### src/rtl/booth_restoring_divider_if.sv
// Operand/result bundle shared by the signed divider and its requester.
// Requester drives start/data_in; the divider returns results qualified by done.
interface booth_restoring_divider_if #(parameter int WIDTH = 16);
  logic             start;
  logic [WIDTH-1:0] data_in;
  logic [WIDTH-1:0] quotient;
  logic [WIDTH-1:0] remainder;
  logic             done;
  logic             busy;
  logic             div_by_zero;

  // start is a one-cycle request, honoured only when busy=0.
  // Dividend then divisor follow on data_in on the next two cycles.
  // quotient/remainder/div_by_zero are valid while done=1, and done holds until the next accepted start.
  modport master (
    output start, data_in,
    input  quotient, remainder, done, busy, div_by_zero
  );

  modport slave (
    input  start, data_in,
    output quotient, remainder, done, busy, div_by_zero
  );
endinterface

### src/rtl/booth_restoring_divider.sv
// Signed restoring divider: operands loaded serially, sign-magnitude core,
// one quotient bit per cycle, sign fix-up at the end (truncating / and % semantics).
module booth_restoring_divider #(
  parameter int WIDTH = 16
) (
  input  logic                            clk,
  input  logic                            rst_n,
  booth_restoring_divider_if.slave        bus,
  output logic [2:0]                      dbg_state
);

  localparam int CW = $clog2(WIDTH + 1);

  typedef enum logic [2:0] {
    S_IDLE   = 3'd0,
    S_LOAD_A = 3'd1,
    S_LOAD_B = 3'd2,
    S_CALC   = 3'd3,
    S_FIXUP  = 3'd4,
    S_DONE   = 3'd5
  } state_t;

  state_t           state_q, state_d;
  logic [WIDTH-1:0] dvd_q, dvd_d;
  logic [WIDTH-1:0] rem_q, rem_d;
  logic [WIDTH-1:0] dvsr_q, dvsr_d;
  logic             dvd_neg_q, dvd_neg_d;
  logic             dvsr_neg_q, dvsr_neg_d;
  logic [CW-1:0]    cnt_q, cnt_d;
  logic [WIDTH-1:0] quo_q, quo_d;
  logic [WIDTH-1:0] rmd_q, rmd_d;
  logic             done_q, done_d;
  logic             busy_q, busy_d;
  logic             dbz_q, dbz_d;

  logic [WIDTH:0]   shifted;
  logic [WIDTH:0]   diff;

  // Shifted partial remainder is always below 2^WIDTH, so bit WIDTH of diff is a true sign.
  assign shifted = {rem_q, dvd_q[WIDTH-1]};
  assign diff    = shifted - {1'b0, dvsr_q};

  always_comb begin
    state_d    = state_q;
    dvd_d      = dvd_q;
    rem_d      = rem_q;
    dvsr_d     = dvsr_q;
    dvd_neg_d  = dvd_neg_q;
    dvsr_neg_d = dvsr_neg_q;
    cnt_d      = cnt_q;
    quo_d      = quo_q;
    rmd_d      = rmd_q;
    done_d     = done_q;
    busy_d     = busy_q;
    dbz_d      = dbz_q;

    case (state_q)
      S_IDLE, S_DONE: begin
        if (bus.start) begin
          state_d = S_LOAD_A;
          done_d  = 1'b0;
          busy_d  = 1'b1;
          dbz_d   = 1'b0;
        end
      end
      S_LOAD_A: begin
        dvd_neg_d = bus.data_in[WIDTH-1];
        dvd_d     = bus.data_in[WIDTH-1] ? -bus.data_in : bus.data_in;
        state_d   = S_LOAD_B;
      end
      S_LOAD_B: begin
        dvsr_neg_d = bus.data_in[WIDTH-1];
        dvsr_d     = bus.data_in[WIDTH-1] ? -bus.data_in : bus.data_in;
        if (bus.data_in == '0) begin
          // Remainder reports the dividend exactly as it was presented.
          quo_d   = '1;
          rmd_d   = dvd_neg_q ? -dvd_q : dvd_q;
          dbz_d   = 1'b1;
          done_d  = 1'b1;
          busy_d  = 1'b0;
          state_d = S_DONE;
        end else begin
          rem_d   = '0;
          cnt_d   = CW'(WIDTH);
          state_d = S_CALC;
        end
      end
      S_CALC: begin
        if (!diff[WIDTH]) begin
          rem_d = diff[WIDTH-1:0];
          dvd_d = {dvd_q[WIDTH-2:0], 1'b1};
        end else begin
          rem_d = shifted[WIDTH-1:0];
          dvd_d = {dvd_q[WIDTH-2:0], 1'b0};
        end
        cnt_d = cnt_q - CW'(1);
        if (cnt_q == CW'(1)) state_d = S_FIXUP;
      end
      S_FIXUP: begin
        // Magnitude 2^(WIDTH-1) wraps naturally, giving the two's complement overflow result.
        quo_d   = (dvd_neg_q ^ dvsr_neg_q) ? -dvd_q : dvd_q;
        rmd_d   = dvd_neg_q ? -rem_q : rem_q;
        done_d  = 1'b1;
        busy_d  = 1'b0;
        state_d = S_DONE;
      end
      default: state_d = S_IDLE;
    endcase
  end

  always_ff @(posedge clk) begin
    if (!rst_n) begin
      state_q    <= S_IDLE;
      dvd_q      <= '0;
      rem_q      <= '0;
      dvsr_q     <= '0;
      dvd_neg_q  <= 1'b0;
      dvsr_neg_q <= 1'b0;
      cnt_q      <= '0;
      quo_q      <= '0;
      rmd_q      <= '0;
      done_q     <= 1'b0;
      busy_q     <= 1'b0;
      dbz_q      <= 1'b0;
    end else begin
      state_q    <= state_d;
      dvd_q      <= dvd_d;
      rem_q      <= rem_d;
      dvsr_q     <= dvsr_d;
      dvd_neg_q  <= dvd_neg_d;
      dvsr_neg_q <= dvsr_neg_d;
      cnt_q      <= cnt_d;
      quo_q      <= quo_d;
      rmd_q      <= rmd_d;
      done_q     <= done_d;
      busy_q     <= busy_d;
      dbz_q      <= dbz_d;
    end
  end

  assign bus.quotient    = quo_q;
  assign bus.remainder   = rmd_q;
  assign bus.done        = done_q;
  assign bus.busy        = busy_q;
  assign bus.div_by_zero = dbz_q;
  assign dbg_state       = state_q;

endmodule
### src/flat_wrapper.sv
// flat-port wrapper written by rule: the top's interface ports become plain ports
module booth_restoring_divider_flat 
#(
  parameter int WIDTH = 16
)
  (clk, rst_n, dbg_state, bus_start, bus_data_in, bus_quotient, bus_remainder, bus_done, bus_busy, bus_div_by_zero);
  booth_restoring_divider_if #(.WIDTH(WIDTH)) bus_i ();
  input  logic clk;
  input  logic rst_n;
  output logic [2:0] dbg_state;
  input wire logic [$bits(bus_i.start)-1:0] bus_start;
  input wire logic [$bits(bus_i.data_in)-1:0] bus_data_in;
  output wire logic [$bits(bus_i.quotient)-1:0] bus_quotient;
  output wire logic [$bits(bus_i.remainder)-1:0] bus_remainder;
  output wire logic [$bits(bus_i.done)-1:0] bus_done;
  output wire logic [$bits(bus_i.busy)-1:0] bus_busy;
  output wire logic [$bits(bus_i.div_by_zero)-1:0] bus_div_by_zero;
  assign bus_i.start = bus_start;
  assign bus_i.data_in = bus_data_in;
  assign bus_quotient = bus_i.quotient;
  assign bus_remainder = bus_i.remainder;
  assign bus_done = bus_i.done;
  assign bus_busy = bus_i.busy;
  assign bus_div_by_zero = bus_i.div_by_zero;
  booth_restoring_divider #(.WIDTH(WIDTH)) u_core (.clk(clk), .rst_n(rst_n), .bus(bus_i), .dbg_state(dbg_state));
endmodule
### config.mk
export PLATFORM = sky130hd
export DESIGN_NAME = booth_restoring_divider_flat
export DESIGN_NICKNAME = d
export VERILOG_FILES = /design/src/rtl/booth_restoring_divider_if.sv /design/src/rtl/booth_restoring_divider.sv /design/src/flat_wrapper.sv
export SDC_FILE = /design/constraint.sdc
export NUM_CORES = 1
export LEC_CHECK = 0
export ABC_AREA = 0
export CORE_MARGIN = 2
export CORE_UTILIZATION = 45
export CTS_CLUSTER_DIAMETER = 80
export CTS_CLUSTER_SIZE = 8
export DETAILED_ROUTE_END_ITERATION = 10
export PLACE_DENSITY_LB_ADDON = 0.1
export SETUP_SLACK_MARGIN = 0.2
export SLEW_MARGIN = 0
export SYNTH_ARGS = -nofsm -noshare
export SYNTH_HDL_FRONTEND = slang
export SYNTH_SLANG_ARGS = --single-unit
### constraint.sdc
create_clock -name clk -period 2.85 [get_ports clk]
set_input_delay 0.855 -clock clk [delete_from_list [all_inputs] [get_ports clk]]
set_output_delay 0.855 -clock clk [all_outputs]
set_load 0.02 [all_outputs]
After elaboration in Yosys (flattened, before gate mapping)
Index checks and enable logic that the tools add are counted.
Word-level totals
  logic and storage cells: 67
  input port bits: 19
  output and inout port bits: 38
  bits in registers: 93
Operators by class
  $add $sub $neg: 5
  multiplexer cells: 26
  equal/unequal tests: 10
  reductions and logical operators: 13
  bitwise gates (word level): 1
Operator list (number)
  $mux 16: 8
  $pmux 16 s2: 4
  $neg 16->16: 3
  $sub 17x16->17: 1
  $logic_not 16->1: 1
  $pmux 3 s5: 1
  $pmux 5 s2: 1
  $mux 3: 3
  $reduce_bool 2->1: 4
  $eq 3x2->1 const B: 2
  $eq 3x3->1 const B: 2
  $pmux 1 s3: 2
  $reduce_and 2->1: 3
  $reduce_and 3->1: 2
  $eq 5x1->1 const B: 1
  $mux 1: 5
  $mux 5: 1
  $sub 5x1->5 const B: 1
  $ne 2x1->1 const B: 2
  $ne 2x2->1 const B: 2
  $eq 3x1->1 const B: 1
  $logic_not 3->1: 1
  $reduce_bool 3->1: 1
  $pmux 1 s2: 1
  2 further kinds: 2

Logic depth before layout (Yosys ltp)
Gate-level depths: netlist of the first run.
  depth after elaboration: 4
  gate-level depth with buffers: 11
  mapped depth without buffers: 10

Worst setup path after synthesis of the first run
OpenSTA, ideal clock, no wires.
  path type: input to register
  start point: input bus_data_in[7]
  end point: register u_core.rem_q[6]
  required time: 2.781 ns
  buffers on the path: 2
  arrival: 2.634 ns
  setup slack: 0.147 ns
  stages on the path: 8
  library setup time: 0.069 ns
  cell sequence: or4_4 -> or4_4 -> o21ai_4 -> and3_1 -> buf_4 -> buf_6 -> nand2_1 -> o21ai_1
Between the ends
  word-level cells in the longest chain between the ends: 3
RTL lines
  from (decl): line flat_wrapper.sv:12  | input wire logic [$bits(bus_i.data_in)-1:0] bus_data_in;
  $logic_not 16->1: line booth_restoring_divider.sv:74  | if (bus.data_in == '0) begin
  $ne 2x2->1 (no source line)
  $reduce_and 2->1 (no source line)
  to (signal assigned): line booth_restoring_divider.sv:128  | rem_q <= rem_d;
  to (decl): line booth_restoring_divider.sv:25  | logic [WIDTH-1:0] rem_q, rem_d;
No other way between the ends.
A chain may end at the register's enable or synchronous reset.

Worst setup path after layout of the first run
  start point: register u_core.rem_q[0]
  end point: register u_core.rem_q[15]
Between the ends
  word-level cells in the longest chain between the ends: 3
RTL lines
  $sub 17x16->17: line booth_restoring_divider.sv:41  | assign diff = shifted - {1'b0, dvsr_q};
  $mux 16: line booth_restoring_divider.sv:89  | if (!diff[WIDTH]) begin
  $pmux 16 s2: line booth_restoring_divider.sv:57  | case (state_q)
No other way between the ends.

==> impl_results.md, run 1 <==
- Power per cell area: 619 nW/um^2
- Adder and majority gate portion of the synthesized area: 4.85%
- Cell Count, Final, Fillers Out: 995
- Yosys warning count: 0
- Quantity of hold-fixing buffers added after cts: 0
- Total design power: 4.54 mW
- Input/output buffers: 56
- Setup repair after global routing missed its margin: yes
- Worst hold start: u_core.bus.done
- Worst-Margin Slew: 0.776 ns
- Highest clock frequency the design can meet: 0.382 GHz
- Synth Instances: 738
- Buffer depth of the longest clock path: 2
- Fraction of final layout cells with drive strength greater than 1: 13.5%
- LEAKAGE: 3.01 nW
- Maximum clock skew at final layout: 0.00508 ns
- Clock latency at the later pin of the worst-skew pair: 0.35 ns
- Area added between synthesis and finish: 25.7%
- Number of cells on the worst hold path: 2
- Total length of routed wires: 16.7 mm
- # H-tree levels: 3
- Antenna violations before repair: 0
- Max-capacitance violation count: 0
- Cell variety after synth: 62
- Detailed placer's ending HPWL: 12.6 mm
- Routed len/inst: 16.7 um
- Required time worst endpoint: 3.14 ns
- Number of failing hold endpoints at the final stage: 0
- Critical Path Start Type: register
- Compound-Gate Fraction of Synth Area: 24.8%
- Crit path capture type: register
- Placed cell count: 970
- Commonest register cell after synthesis: dfxtp_1
- Synth area leader: dfxtp_1
- Worst path arrival time: 2.91 ns
- Worst R2R Start: u_core.rem_q[0]
- Initial standard-cell utilization of the core: 46.2%
- Sinks on the clock net: 93
- Setup TNS Final: 0 ns
- Total nets after synthesis: 779
- Die width: 118 um
- Sequential element share of the synthesized area: 31.9%
- Main combinational cell family by area after synthesis: compound AO/OA/AOI/OAI gates
- Clock root buffer: clkbuf_16
- Number of global-route vias before repair: 5220
- Proportion of synthesized flip-flops having asynchronous set or reset: 0%
- Number of top-level pins: 57
- Final-stage net count: 859
- Portion of synthesized cell area occupied by the leading cell type: 31.9%
- List of most frequent post-synthesis cells: 114 x nand2_1, 93 x dfxtp_1, 43 x o21ai_1, 42 x clkbuf_1
- Final design instance area without fill: 7340 sq um
- Top-count cell post-synth: nand2_1
- Antenna cell count: 0
- Flop2flop setup slack: 0.23 ns
- Overall Global Routing Usage: 24.3%
- First-pass GRT wire length: 26.9 mm
- Capture endpoint of the worst hold path: u_core.bus.done
- Iteration-0 DRC count of the detailed router: 517
- Final setup fails: 0
- Number of clock buffers inserted by TritonCTS: 9
- Maximum fanout along the worst path: 5
- Share of cell area taken by muxes after synthesis: 3.13%
- Placed Area: 6840 sq um
- Worst Reg2Reg Path Length in Cells: 10
- DRC violation count after routing: 0
- Global placer's final weighted congestion: 0.929
- Status: completed
- Class of the most critical setup path: reg2reg
- Worst hold path type: reg2reg
- Number of enable flip-flop cells after synthesis: 0
- Floorplan die height: 118 um
- Global-route congestion overflow total: 0
- Maximum VDD drop: 0.301 mV
- Die ar.: 13900 sq um
- XOR/XNOR Fraction of Synth Area: 10.2%
- TritonRoute pass-1 iters: 5
- Top post-synthesis cells by area: dfxtp_1 32%, nand2_1 7.3%, xor2_1 5.4%
- Syn avg cell area: 7.91 sq um
- Simple-gate share of the synthesized area: 19.3%
- Clock tree from TritonCTS: done
- Pin count of the biggest net entering global routing: 35
- Detailed-route via count: 5559
- Synthesized flop and latch total: 93
- Number of placement rows: 41
- Relative slew slack: 48.2%
- Netlist area before placement: 5840 sq um
- Final slew viol count: 0
- Tcrit/Tclk final: 91.9%
- Clock transition at path regs: 0.06 ns
- Reg2Reg Capture Point: u_core.rem_q[15]
- Antenna violation net count after detailed routing: 0
- Core area: 12600 sq um
- Final Critical Period: 2.62 ns
- Vias per std cell: 5.59
==> cells by family after synthesis <==
group	count (synthesis)
AOI/OAI and AO/OA	217
buffers and inverters	84
muxes	17
and+or+nand+nor	237
DFF	93
xor gates and xnor gates	68
adders and majority gates	22
==> routing by layer <==
metal	track usage (%)	routed length, um
met1	32.7	7610
met2	39.3	7610
met3	3.59	1030
met4	9.34	417
met5	0	0
==> power by group <==
group	total (mW)	internal, mW	switching [mW]	leakage, nW
sequential	1.50	1.39	0.105	0.755
clock	1.25	0.729	0.523	0.150
combinational	1.79	0.823	0.971	2.10
==> cell type report <==
class | instances | area [sq um]
Fill cell | 1229 | 5280
Inverter | 32 | 120
Sequential cell | 93 | 1860
Multi-Input combinational cell | 561 | 3730
Clock inverter | 3 | 43.8
Clock buffer | 13 | 260
Tap cell | 172 | 215
Timing Repair Buffer | 121 | 1100
==> stage by stage <==
| stage | hold WS (ns) | worst slack, ns | utilization [%] |
|---|---|---|---|
| final | 0.447 | 0.230 | 58.1 |
| after global routing | 0.470 | 0.0479 | 58.1 |
| after CTS | 0.453 | 0.205 | 56.9 |
| after detailed placement | 0.444 | -0.352 | 54.2 |
| after global placement | 0.440 | -0.307 | 54.2 |
| after floorplan | 0.448 | 0.171 | - |
==> worst max-delay path: stages (launching register included) <==
cell       delay, ns
dfxtp_1         0.31
buf_4           0.15
ha_1            0.26
nor2b_1         0.18
o2111ai_1       0.18
a2111oi_1       0.70
o41ai_1         0.17
buf_4           0.18
mux2i_1         0.19
mux2i_1         0.11
o21ai_1         0.12
==> state kept, by name, indices dropped and copies added, names as in the netlist <==
name                    flops
u_core.bus.quotient        16
u_core.bus.remainder       16
u_core.dvd_q               16
u_core.dvsr_q              16
u_core.rem_q               16
u_core.cnt_q                5
u_core.dbg_state            3
u_core.bus.busy             1
u_core.bus.div_by_zero      1
u_core.bus.done             1
u_core.dvd_neg_q            1
u_core.dvsr_neg_q           1
==> how the worst max path moves through the flow <==
stage,cells past startpoint,from,to,slack [ns]
detailed placement,8,bus_data_in[2],u_core.bus.remainder[0],-0.35
global route,10,u_core.dvsr_q[1],u_core.rem_q[15],0.05
CTS,10,bus_data_in[0],u_core.bus.quotient[14],0.20
global placement,7,bus_data_in[7],u_core.bus.remainder[0],-0.31
finish,10,u_core.rem_q[0],u_core.rem_q[15],0.23
floorplan,6,bus_data_in[7],u_core.bus.remainder[0],0.17
==> layout by cell type, fill, tap and decap left out, drive strengths merged, types with 32 or more instances in the layout <==
master,Yosys,routed
nand2,114,114
o21ai,75,75
a21oi,35,35
inv,32,32
dfxtp,93,93
xnor2,32,32
xor2,36,36
nor2,36,36
buf,10,65
clkdlybuf4s50,0,45
==> what timing repair did <==
item / CTS / global route
gates cloned: 0 / 2
setup endpoints to repair: 47 / 43
gates resized for setup: 25 / 23
buffers inserted: 2 / 5
pin swaps: 6 / 9
(Power assumes the default switching activity.)
==> run 2, diff against run 1 <==
--- a/config.mk
+++ b/config.mk
@@ -12,4 +12,5 @@
 export CTS_CLUSTER_SIZE = 8
 export DETAILED_ROUTE_END_ITERATION = 10
+export GPL_ROUTABILITY_DRIVEN = 0
 export PLACE_DENSITY_LB_ADDON = 0.1
 export SETUP_SLACK_MARGIN = 0.2
==> constraint.sdc (replaced) <==
create_clock -name clk -period 3.1 [get_ports clk]
set_input_delay 0.62 -clock clk [delete_from_list [all_inputs] [get_ports clk]]
set_output_delay 0.62 -clock clk [all_outputs]
set_load 0.02 [all_outputs]
==> run 2 against run 1 <==
Design area down 5.4%. Critical path type unchanged. Critical path depth up 1. Combinational power down 25%. Highest routed layer unchanged. Count of clock-buffer cells in the layout down 1. Largest power group is now registers. Final cell count down 4.2%.
==> impl_results.md, run 2 (synthesis gave the netlist of run 1 again) <==
- Die width: 118 um (unchanged)
- Number of clock buffers inserted by TritonCTS: 9 (unchanged)
- Detailed placer's ending HPWL: 11.7 mm (-7.1%)
- Core area: 12600 sq um (unchanged)
- Final-stage net count: 817 (-4.9%)
- Number of global-route vias before repair: 4964 (-4.9%)
- Tcrit/Tclk final: 87.3% (-4.7 points)
- Power per cell area: 570 nW/um^2 (-8.0%)
- Fraction of final layout cells with drive strength greater than 1: 6.53% (-7.0 points)
- Required time worst endpoint: 3.34 ns (+0.20 ns)
- Relative slew slack: 48.3% (about the same)
- Worst path arrival time: 2.95 ns (+0.04 ns)
- Worst-Margin Slew: 0.766 ns (-0.00965 ns)
- First-pass GRT wire length: 25.3 mm (-6.2%)
- Critical Path Start Type: register
- Postcts setup bufs: 0 (-2)
- Clock tree from TritonCTS: done
- Status: completed
- # H-tree levels: 3 (unchanged)
- Total length of routed wires: 15.3 mm (-8.3%)
- Commonest non-fill, non-tap cells in the layout: 114 x nand2_1, 93 x dfxtp_1, 55 x clkdlybuf4s50_1, 42 x o21ai_1, 36 x xor2_1
- Sinks on the clock net: 93 (unchanged)
- DRC violation count after routing: 0 (unchanged)
- Initial standard-cell utilization of the core: 46.2% (unchanged)
- Setup TNS Final: 0 ns (unchanged)
- Antenna violation net count after detailed routing: 0 (unchanged)
- Number of failing hold endpoints at the final stage: 0 (unchanged)
- Clock latency at the later pin of the worst-skew pair: 0.35 ns (about the same)
- Final Critical Period: 2.70 ns (+0.0846 ns)
- Buffer depth of the longest clock path: 2 (unchanged)
- Die ar.: 13900 sq um (unchanged)
- Number of placement rows: 41 (unchanged)
- Floorplan die height: 118 um (unchanged)
- Maximum clock skew at final layout: 0.00807 ns (+0.00299 ns)
- Detailed-route via count: 5307 (-4.5%)
- Maximum VDD drop: 0.244 mV (-19%)
- Routed len/inst: 16.0 um (-4.3%)
- Max-capacitance violation count: 0 (unchanged)
- Antenna cell count: 0 (unchanged)
- Input/output buffers: 56 (unchanged)
- Global-route congestion overflow total: 0 (unchanged)
- TritonRoute pass-1 iters: 5 (unchanged)
- Overall Global Routing Usage: 22.5% (-1.7 points)
- Final-layout worst hold slack: 0.448 ns (+0.000452 ns)
- Final slew viol count: 0 (unchanged)
- LEAKAGE: 2.76 nW (-8.1%)
- Class of the most critical setup path: reg2reg
- Highest clock frequency the design can meet: 0.370 GHz (-3.1%)
- Clock root buffer: clkbuf_16
- Final setup fails: 0 (unchanged)
- Setup repair after global routing missed its margin: no
- Most common cell after layout, fill and taps aside: nand2_1
- Iteration-0 DRC count of the detailed router: 294 (-43%)
- Pin count of the biggest net entering global routing: 75 (+110%)
- Clock transition at path regs: 0.07 ns (about the same)
- Worst hold path type: reg2reg
- Number of top-level pins: 57 (unchanged)
- Vias per std cell: 5.57 (-0.33%)
- Area added between synthesis and finish: 19.0%
- Crit path capture type: register
- Maximum fanout along the worst path: 20 (+15)
- Antenna violations before repair: 0 (unchanged)
## run 2: changes by cell type in the layout (fill, tap and decap cells not counted), sizes merged
cell / change
buf: -41
bufinv: +1
clkbuf: -5
clkdlybuf4s15: -2
clkdlybuf4s50: +10
dlygate4sd2: -3
dlymetal6s2s: -2
## run 2: final cells by class
type,count,area (sq um)
clock buffer,12,256
clock inverter,4,70.1
fill,1205,5680
inverter,32,120
multi-input combinational,561,3640
sequential,93,1860
tap,172,215
timing repair buffer,79,778
## run 2: path summary, 6_finish.rpt
check                               start                      end  slack (ns)  depth (start not counted)
setup / recovery         u_core.dvd_q[15]          u_core.rem_q[0]        0.40                         11
hold / removal    u_core.bus.remainder[1]  u_core.bus.remainder[1]        0.45                          2
setup reg to reg         u_core.dvd_q[15]          u_core.rem_q[0]        0.40                         11
hold reg to reg   u_core.bus.remainder[1]  u_core.bus.remainder[1]        0.45                          2
## run 2: worst max-delay path, cell delays in order, from the launching register on
cell and delay [ns]:
dfxtp_1 0.36, inv_1 0.12, ha_1 0.23, fa_1 0.38
nand2b_1 0.19, a21oi_1 0.27, o21ai_2 0.16, a311oi_1 0.28
nor2_2 0.10, buf_12 0.17, mux2i_1 0.13, a22o_1 0.20
## run 2: where the power goes
part	leakage (nW)	internal, mW	switching (mW)	total (mW)
combinational	1.85	0.577	0.765	1.34
sequential	0.754	1.28	0.116	1.39
clock	0.163	0.748	0.471	1.22
total	2.76	2.60	1.35	3.96
## run 2: metrics by stage
stage / instances / setup WS, ns / cell area [sq um] / utilization (%) / power, mW
floorplan: 738 / 0.632 / 5840 / - / 2.36
global placement: 937 / 0.0756 / 6610 / 52.4 / 2.72
detailed placement: 937 / 0.0497 / 6610 / 52.4 / 2.74
CTS: 953 / 0.361 / 6940 / 55.0 / 3.96
global route: 953 / 0.204 / 6940 / 55.0 / 4.19
finish: 953 / 0.395 / 6940 / 55.0 / 3.96
## run 2: what timing repair did
item                                   in CTS  in global routing
hold buffers                                0                  0
endpoints found under the hold margin       0                  0
gates resized for setup                     0                  2
setup endpoints to repair                   0                 12
## run 2: per-layer routing
layer	track usage, %	share of wire (%)	vias to the layer above
met5	0	0	-
met4	8.28	1.7	0
met3	3.10	3.9	16
met2	35.2	45	121
met1	31.7	49	2471
li1	-	-	2699
